==> src/rtl/alu_bist.sv <==
// rtl/alu_bist.sv - RV32 ALU built-in self-test engine; define ALU_BIST_ERRLOG_EN to capture the first failing vector index.
module alu_bist #(
  parameter int NUM_VECTORS   = 10,
  parameter int SETTLE_CYCLES = 1
) (
  input  logic        clk,
  input  logic        rst_n,
  input  logic        start,
  output logic        busy,
  output logic        done,
  output logic        pass,
  output logic [3:0]  fail_count,
  output logic [3:0]  first_fail_idx,
  output logic [31:0] alu_src_a,
  output logic [31:0] alu_src_b,
  output logic [4:0]  alu_control,
  input  logic [31:0] alu_result,
  input  logic        alu_zero,
  input  logic        alu_negative
);

  typedef enum logic [1:0] {IDLE, DRIVE, SETTLE, DONE} state_t;

  localparam logic [3:0] LAST_IDX = 4'(NUM_VECTORS - 1);
  localparam logic [3:0] LAST_CNT = 4'(SETTLE_CYCLES - 1);

  state_t      state, state_nxt;
  logic [3:0]  idx, settle_cnt, load_idx;
  logic        load_vec, accept, sample, mismatch;
  logic [68:0] stim;
  logic [33:0] exp_v;

  // {SrcA, SrcB, ALUControl}
  function automatic logic [68:0] rom_stim(input logic [3:0] i);
    case (i)
      4'd0:    rom_stim = {32'h000000F0, 32'h00000004, 5'b00000};
      4'd1:    rom_stim = {32'h0000000F, 32'h00000004, 5'b10000};
      4'd2:    rom_stim = {32'hFFFFFFFF, 32'h00000001, 5'b01001};
      4'd3:    rom_stim = {32'h00000005, 32'h00000002, 5'b01001};
      4'd4:    rom_stim = {32'h00000007, 32'h00000003, 5'b00010};
      4'd5:    rom_stim = {32'h00000005, 32'h00000008, 5'b01010};
      4'd6:    rom_stim = {32'h00000008, 32'h00000005, 5'b01010};
      4'd7:    rom_stim = {32'hFF00FF00, 32'h0F0F0F0F, 5'b00011};
      4'd8:    rom_stim = {32'hF0F0F0F0, 32'h0F0F0FF0, 5'b00111};
      4'd9:    rom_stim = {32'h00000010, 32'h00000010, 5'b01010};
      default: rom_stim = '0;
    endcase
  endfunction

  // {ALUResult, Zero, Negative}
  function automatic logic [33:0] rom_expect(input logic [3:0] i);
    case (i)
      4'd0:    rom_expect = {32'h00000F00, 1'b0, 1'b0};
      4'd1:    rom_expect = {32'h00000000, 1'b1, 1'b0};
      4'd2:    rom_expect = {32'h00000001, 1'b0, 1'b0};
      4'd3:    rom_expect = {32'h00000000, 1'b1, 1'b0};
      4'd4:    rom_expect = {32'h0000000A, 1'b0, 1'b0};
      4'd5:    rom_expect = {32'hFFFFFFFD, 1'b0, 1'b1};
      4'd6:    rom_expect = {32'h00000003, 1'b0, 1'b0};
      4'd7:    rom_expect = {32'h0F000F00, 1'b0, 1'b0};
      4'd8:    rom_expect = {32'hFFFFFFF0, 1'b0, 1'b1};
      4'd9:    rom_expect = {32'h00000000, 1'b1, 1'b0};
      default: rom_expect = '0;
    endcase
  endfunction

  assign accept   = (state == IDLE || state == DONE) && start;
  assign sample   = (state == SETTLE) && (settle_cnt == LAST_CNT);
  assign exp_v    = rom_expect(idx);
  assign mismatch = {alu_result, alu_zero, alu_negative} != exp_v;
  assign stim     = rom_stim(load_idx);

  assign busy = (state == DRIVE) || (state == SETTLE);
  assign done = (state == DONE);
  assign pass = done && (fail_count == 4'd0);

  always_ff @(posedge clk or negedge rst_n) begin
    if (!rst_n) state <= IDLE;
    else        state <= state_nxt;
  end

  always_comb begin
    state_nxt = state;
    load_vec  = 1'b0;
    load_idx  = 4'd0;
    case (state)
      IDLE, DONE: begin
        if (start) begin
          state_nxt = DRIVE;
          load_vec  = 1'b1;
        end
      end
      DRIVE: state_nxt = SETTLE;
      SETTLE: begin
        if (sample) begin
          if (idx == LAST_IDX) begin
            state_nxt = DONE;
          end else begin
            state_nxt = DRIVE;
            load_vec  = 1'b1;
            load_idx  = idx + 4'd1;
          end
        end
      end
      default: state_nxt = IDLE;
    endcase
  end

  // Operands are loaded only on entry to DRIVE, so they stay put through SETTLE.
  always_ff @(posedge clk or negedge rst_n) begin
    if (!rst_n) begin
      idx         <= 4'd0;
      settle_cnt  <= 4'd0;
      fail_count  <= 4'd0;
      alu_src_a   <= 32'd0;
      alu_src_b   <= 32'd0;
      alu_control <= 5'd0;
    end else begin
      if (load_vec) begin
        idx <= load_idx;
        {alu_src_a, alu_src_b, alu_control} <= stim;
      end else if (state_nxt == DONE) begin
        {alu_src_a, alu_src_b, alu_control} <= '0;
      end
      settle_cnt <= (state == SETTLE && !sample) ? settle_cnt + 4'd1 : 4'd0;
      if (accept)
        fail_count <= 4'd0;
      else if (sample && mismatch)
        fail_count <= fail_count + 4'd1;
    end
  end

`ifdef ALU_BIST_ERRLOG_EN
  always_ff @(posedge clk or negedge rst_n) begin
    if (!rst_n)
      first_fail_idx <= 4'd0;
    else if (accept)
      first_fail_idx <= 4'd0;
    else if (sample && mismatch && fail_count == 4'd0)
      first_fail_idx <= idx;
  end
`else
  assign first_fail_idx = 4'd0;
`endif

endmodule

==> config.mk <==
export PLATFORM = sky130hd
export DESIGN_NAME = alu_bist
export DESIGN_NICKNAME = d
export VERILOG_FILES = /design/src/rtl/alu_bist.sv
export SDC_FILE = /design/constraint.sdc
export NUM_CORES = 1
export LEC_CHECK = 0
export CORE_UTILIZATION = 46
export DETAILED_ROUTE_END_ITERATION = 10
export HOLD_SLACK_MARGIN = 0.06
export PLACE_DENSITY = 0.85
export SYNTH_ARGS = -nofsm -noshare
export SYNTH_HDL_FRONTEND = slang
export SYNTH_SLANG_ARGS = --single-unit
export TNS_END_PERCENT = 100
==> constraint.sdc <==
create_clock -name clk -period 7.4 [get_ports clk]
set_input_delay 0.74 -clock clk [delete_from_list [all_inputs] [get_ports clk]]
set_output_delay 0.74 -clock clk [all_outputs]
set_load 0.05 [all_outputs]
---- Yosys cells after proc, flatten, opt, wreduce, memory -nomap -nowiden ----
Memory sizes are Yosys's and may differ from the RTL's.
Cells that the tools add are included.
storage, ports and cells
  flip-flop bits (word level) ............. 83
  bits in read-only memories .............. 1,456
  output and inout bits ................... 80
  word-level logic and storage cells ...... 51
  memories kept ........................... 2
operators by class
  add/subtract/negate cells ............... 3
  equality and inequality tests ........... 6
  mux-type cells .......................... 19
  reduce and logical (&&, ||, !) cells .... 14
memory list
  memory           words  width  read ports  clocked after memory_dff  write ports  line  text
  (no name shown)  16     57     1           0                         0            35    case (i)
  (no name shown)  16     34     1           0                         0            52    case (i)
operators with widths
  cell                                                                   count
  32-bit 2-to-1 mux                                                      3
  34-bit inequality test                                                 1
  4-bit 2-to-1 mux                                                       6
  4-bit by 1-bit adder with 4-bit output, second input constant          3
  5-bit 2-to-1 mux                                                       2
  4-bit logical NOT                                                      2
  2-bit equality test, second input constant                             3
  2-bit 2-to-1 mux                                                       3
  2-bit case mux with 3 select lines                                     1
  1-bit logical AND                                                      5
  4-bit equality test, second input constant                             1
  2-bit nonzero test                                                     2
  1-bit 2-to-1 mux                                                       3
  2-bit by 1-bit equality test with 1-bit output, second input constant  1
  2-bit logical NOT                                                      1
  1-bit logical OR                                                       2
  1-bit case mux with 2 select lines                                     1
  2-bit OR reduction                                                     1
  1-bit logical NOT                                                      1

---- Depth between registers and ports, before layout ----
  depth after elaboration ................. 7
  mapped depth ............................ 12
  depth with buffers taken out ............ 11

---- Worst setup path after synthesis ----
No wires, ideal clock.
  path type ............................... register to output
  start point ............................. register state[0]
  end point ............................... output pass
  arrival time ............................ 2.444 ns
  required time ........................... 6.660 ns
  setup slack ............................. 4.216 ns
  cell stages (with the launch flop) ...... 3
  path through ............................ dfrtp_1 > ha_1 > nor4bb_1
between the ends
  longest elaborated chain between the ends .. 2
RTL lines
  what                    line  text
  from (decl)             27    state_t state, state_nxt;
  from (signal assigned)  79    else state <= state_nxt;
  2-bit equality test     74    assign done = (state == DONE);
  net done                10    output logic done,
  1-bit logical AND       75    assign pass = done && (fail_count == 4'd0);
  to (decl)               11    output logic pass,
The timed path passes the listed nets, and every way through them passes these cells.

---- Worst setup path after layout ----
  start point ............................. register settle_cnt[0]
  end point ............................... register alu_src_a[30]
between the ends
  longest elaborated chain between the ends .. 6
  elaborated cells on any way between the ends .. 12
  classes of those cells .................. eq/ne: 1; mux: 7; reduce/logical: 3; memory: 1
RTL lines
  what                                                                           line  text
  from (decl)                                                                    28    logic [3:0] idx, settle_cnt, load_idx;
  from (signal assigned)                                                         125   settle_cnt <= (state == SETTLE && !sample) ? settle_cnt + 4'd1 : 4'd0;
  4-bit logical NOT *                                                            68    assign sample = (state == SETTLE) && (settle_cnt == LAST_CNT);
  1-bit logical AND *                                                            68
  4-bit 2-to-1 mux / 2-bit 2-to-1 mux (equally long branches)                    95    if (sample) begin
  4-bit 2-to-1 mux / 2-bit case mux with 3 select lines (equally long branches)  86    case (state)
  memory 16 x 57 bit / 2-bit equality test (equally long branches)               --
  32-bit 2-to-1 mux / 2-bit nonzero test (equally long branches)                 --
  to (signal assigned)                                                           121   {alu_src_a, alu_src_b, alu_control} <= stim;
  to (decl)                                                                      14    output logic [31:0] alu_src_a,
Mark *: on every way between the ends. The rest lies on a longest branch, timed or not.
A chain may end at the register's enable or synchronous reset.

==> PnR_summary.wiki <==
{| class="wikitable"
! Metric !! Value
|-
| Post-route clock period utilization || 0.506
|-
| Total of flip-flops plus latches after synthesis || 34
|-
| Die Outline Area || 6140 um^2
|-
| Fraction of layout cells with a size suffix above 1 || 0.0455
|-
| Detailed-routing iteration count for the pre-antenna-repair pass || 4
|-
| Portion of synthesized cell area occupied by the leading cell type || 0.317
|-
| Sum of routed wire length over all layers || 6160 um
|-
| Count of hold-fix buffers inserted at cts || 0
|-
| Number of sinks driven by the clock tree || 34
|-
| Detail-routed via count per cell || 5.45
|-
| Worst path required time || 7.59 ns
|-
| Worst Tran Pin Value || 1.09 ns
|-
| Gr ovfl total || 0
|-
| Number of cells on the worst reg-to-reg path || 9
|-
| Sequential fraction of the synthesis area || 0.317
|-
| Switch Pwr || 611 uW
|-
| Area leader, netlist || sky130_fd_sc_hd__dfrtp_1
|-
| Core Area || 5570 um^2
|-
| CTS tree || done
|-
| Unrepaired setup endpoints after global routing || false
|-
| Post-layout min period || 3.75 ns
|-
| Final-report setup violation count || 0
|-
| Largest buffer count on any clock path || 2
|-
| Synth Flop Type || sky130_fd_sc_hd__dfrtp_1
|-
| Final nets || 407
|-
| Net switching share of the total power || 0.509
|-
| Class of the tightest hold or removal check || reg -> reg
|-
| Vias post-DR || 2310
|-
| Number of antenna violations at the first check in global routing || 0
|-
| Clock skew || between 0.007 and 0.008 ns
|-
| Number of clock buffers inserted by TritonCTS || 5
|-
| Mapped Cells || 292
|-
| First-pass GRT wire length || 9990 um
|-
| Count of antenna-violating nets left after detailed routing || 0
|-
| Buffer cell driving the clock tree root || sky130_fd_sc_hd__clkbuf_8
|-
| Pwr/cell area || 343 nW/um^2
|-
| Final-layout setup total negative slack || 0 ns
|-
| Routed length per placed instance || 14.5 um
|-
| Gate power share || 0.620
|-
| Avg Inst Size Synth || 9.19 um^2
|-
| Type of element capturing the critical path || flip-flop
|-
| # rows || 27
|-
| Initial standard-cell utilization of the core || 0.481
|-
| Peak supply drop || 0.233 mV
|-
| Number of slew-limit violations in the final report || 0
|-
| Top Ports || 117
|-
| Hold Crit Depth || 1
|-
| Antenna cell count || 0
|-
| Count of cells resized by post-cts repair || 0
|-
| Latest clock arrival within the worst-skew pair || between 0.2 and 0.3 ns
|-
| Leading cell type by number of instances after synthesis || sky130_fd_sc_hd__buf_4
|-
| RePlAce Congestion || 0.820
|-
| EDFF count, synth || 0
|-
| Slack of the worst reg-to-reg path || 3.65 ns
|-
| Clk slew on worst S/H paths || 0.07 ns
|-
| Total DRC errors in the routed layout || 0
|-
| Final count of hold timing violations || 0
|-
| Critical path startpoint category || flip-flop
|-
| Arr. time, crit path || 3.93 ns
|-
| Critical-path maximum fanout || 11
|-
| Dominant cells by area after synthesis || sky130_fd_sc_hd__dfrtp_1 32%, sky130_fd_sc_hd__buf_4 15%, sky130_fd_sc_hd__ha_1 8.4%
|-
| Number of maximum-capacitance violations || 0
|-
| Maximum number of pins on one net before global-route repair || 35
|-
| Count of yosys warnings during synthesis || 0
|-
| Async set-or-reset flop fraction in the synthesized netlist || 1.00
|-
| Peak Freq || 267 MHz
|-
| Area growth from synthesis to layout || 30.3%
|-
| Leakage power total || about 0.0016 uW
|-
| Count of buffers from port buffering || 100
|-
| Most frequent cells after synthesis || 54 x sky130_fd_sc_hd__buf_4, 34 x sky130_fd_sc_hd__dfrtp_1, 18 x sky130_fd_sc_hd__ha_1
|-
| Type of the setup path with the least slack || reg -> reg
|-
| DR iter-0 viols || between 80 and 90
|-
| Cell area after technology mapping || 2680 um^2
|-
| Total power draw || 1200 uW
|-
| Post-CTS setup buffer count || 0
|-
| Result of the run || complete, no violations
|-
| Relative contribution of sequential cells to total power || 0.233
|-
| HPWL reported at the end of detailed placement || 4610 um
|-
| Die outline width || 78.4 um
|-
| Die H || approximately 80 um
|-
| Overall track demand over capacity in global routing || 0.204
|-
| Relative slew margins || 0.265
|-
| Portion of total power attributed to the clock network || 0.146
|-
| Clock H-tree levels || 2
|-
| Vias in the first global route || 2169
|-
| Internal power contribution || ~590 uW
|-
| Yosys cell types || 58
|}
## per-stage QoR
step | cell area [um^2] | utilization | hold WS (ns) | worst slack [ns] | cells
after floorplan | 2740 | - | 0.444 | 4.22 | 307
final | 3500 | 0.627 | 0.491 | 3.65 | 424
after global placement | 3380 | 0.607 | 0.479 | 3.88 | 417
after global routing | 3500 | 0.627 | 0.515 | 3.29 | 424
after detailed placement | 3380 | 0.607 | 0.465 | 3.72 | 417
after CTS | 3500 | 0.627 | 0.495 | 3.73 | 424
## final cells by class
type                    count  area (um^2)
clock inverters             1         30.0
well taps                  72         90.1
inverters                  16         60.1
flip-flops and latches     34          851
repair buffers            102         1020
fillers                   460         2080
multi-input cells         193         1370
clock buffers               6         82.6
## state kept, by name, indices dropped and copies added, names as in the netlist
signal / flops
alu_src_b: 6
idx: 4
fail_count: 4
alu_src_a: 9
settle_cnt: 4
alu_control: 5
state: 2
## layer usage
| layer | global-route usage | share of wire |
|---|---|---|
| met5 | 0 | 0 |
| met4 | 0.0778 | 0.014 |
| met3 | 0.0488 | 0.072 |
| met2 | 0.351 | 0.49 |
| met1 | 0.244 | 0.43 |
## final timing paths
kind	from	endpoint
hold / removal	alu_src_b[4]$_DFFE_PN0P_	alu_src_b[4]$_DFFE_PN0P_
setup / recovery	settle_cnt[0]$_DFF_PN0_	alu_src_a[30]$_DFFE_PN0P_
max in group asynchronous	rst_n	settle_cnt[3]$_DFF_PN0_
hold reg to reg	alu_src_b[4]$_DFFE_PN0P_	alu_src_b[4]$_DFFE_PN0P_
min in group asynchronous	rst_n	alu_src_a[30]$_DFFE_PN0P_
setup reg to reg	settle_cnt[0]$_DFF_PN0_	alu_src_a[30]$_DFFE_PN0P_
## placed cells by master, fill, tap and decap left out, types with 4 or more instances in the layout
| cell | count |
|---|---|
| sky130_fd_sc_hd__o2bb2ai_1 | 4 |
| sky130_fd_sc_hd__o21ai_1 | 4 |
| sky130_fd_sc_hd__mux2i_1 | 7 |
| sky130_fd_sc_hd__nor2_1 | 10 |
| sky130_fd_sc_hd__nand3_1 | 7 |
| sky130_fd_sc_hd__nor3_1 | 5 |
| sky130_fd_sc_hd__ha_1 | 18 |
| sky130_fd_sc_hd__xor2_1 | 4 |
| sky130_fd_sc_hd__conb_1 | 16 |
| sky130_fd_sc_hd__clkdlybuf4s50_1 | 100 |
| sky130_fd_sc_hd__clkbuf_8 | 6 |
| sky130_fd_sc_hd__a21oi_1 | 6 |
| sky130_fd_sc_hd__inv_1 | 15 |
| sky130_fd_sc_hd__a22o_1 | 4 |
| sky130_fd_sc_hd__nand2_1 | 14 |
| sky130_fd_sc_hd__a21o_1 | 7 |
| sky130_fd_sc_hd__nand4_1 | 10 |
| sky130_fd_sc_hd__o21ai_0 | 9 |
| sky130_fd_sc_hd__dfrtp_1 | 34 |
| sky130_fd_sc_hd__and3_1 | 5 |
| sky130_fd_sc_hd__nor4_1 | 7 |
| sky130_fd_sc_hd__a211o_1 | 5 |
## cells by family (layout without fill, tap and decap cells)
family,count (synthesis),in the layout,share of synthesized area
xor+xnor,4,4,0.0131
mux,9,9,0.0345
compound gates,59,59,0.163
flops,34,34,0.317
simple gates,87,87,0.192
fa+ha+maj,18,18,0.0840
other cells,1,16,0.00140
buf+inv,80,125,0.194
## power by group through the flow
stage               clock [uW]  combinational, uW  sequential (uW)
detailed placement           0                741              283
CTS                        177                745              280
global placement             0                733              280
floorplan                    0                454              389
finish                     176                745              280
global route               185                792              287
## critical path, cell delays in order, from the launching register on
cell	delay [ns]
sky130_fd_sc_hd__dfrtp_1	0.40
sky130_fd_sc_hd__inv_1	0.08
sky130_fd_sc_hd__ha_1	0.18
sky130_fd_sc_hd__nor4bb_1	0.92
sky130_fd_sc_hd__nand2b_1	0.40
sky130_fd_sc_hd__nor2b_1	0.71
sky130_fd_sc_hd__inv_2	0.23
sky130_fd_sc_hd__and3_1	0.26
sky130_fd_sc_hd__o21bai_1	0.18
sky130_fd_sc_hd__a211o_1	0.27
No activity file was read; power rests on OpenSTA's default activity.
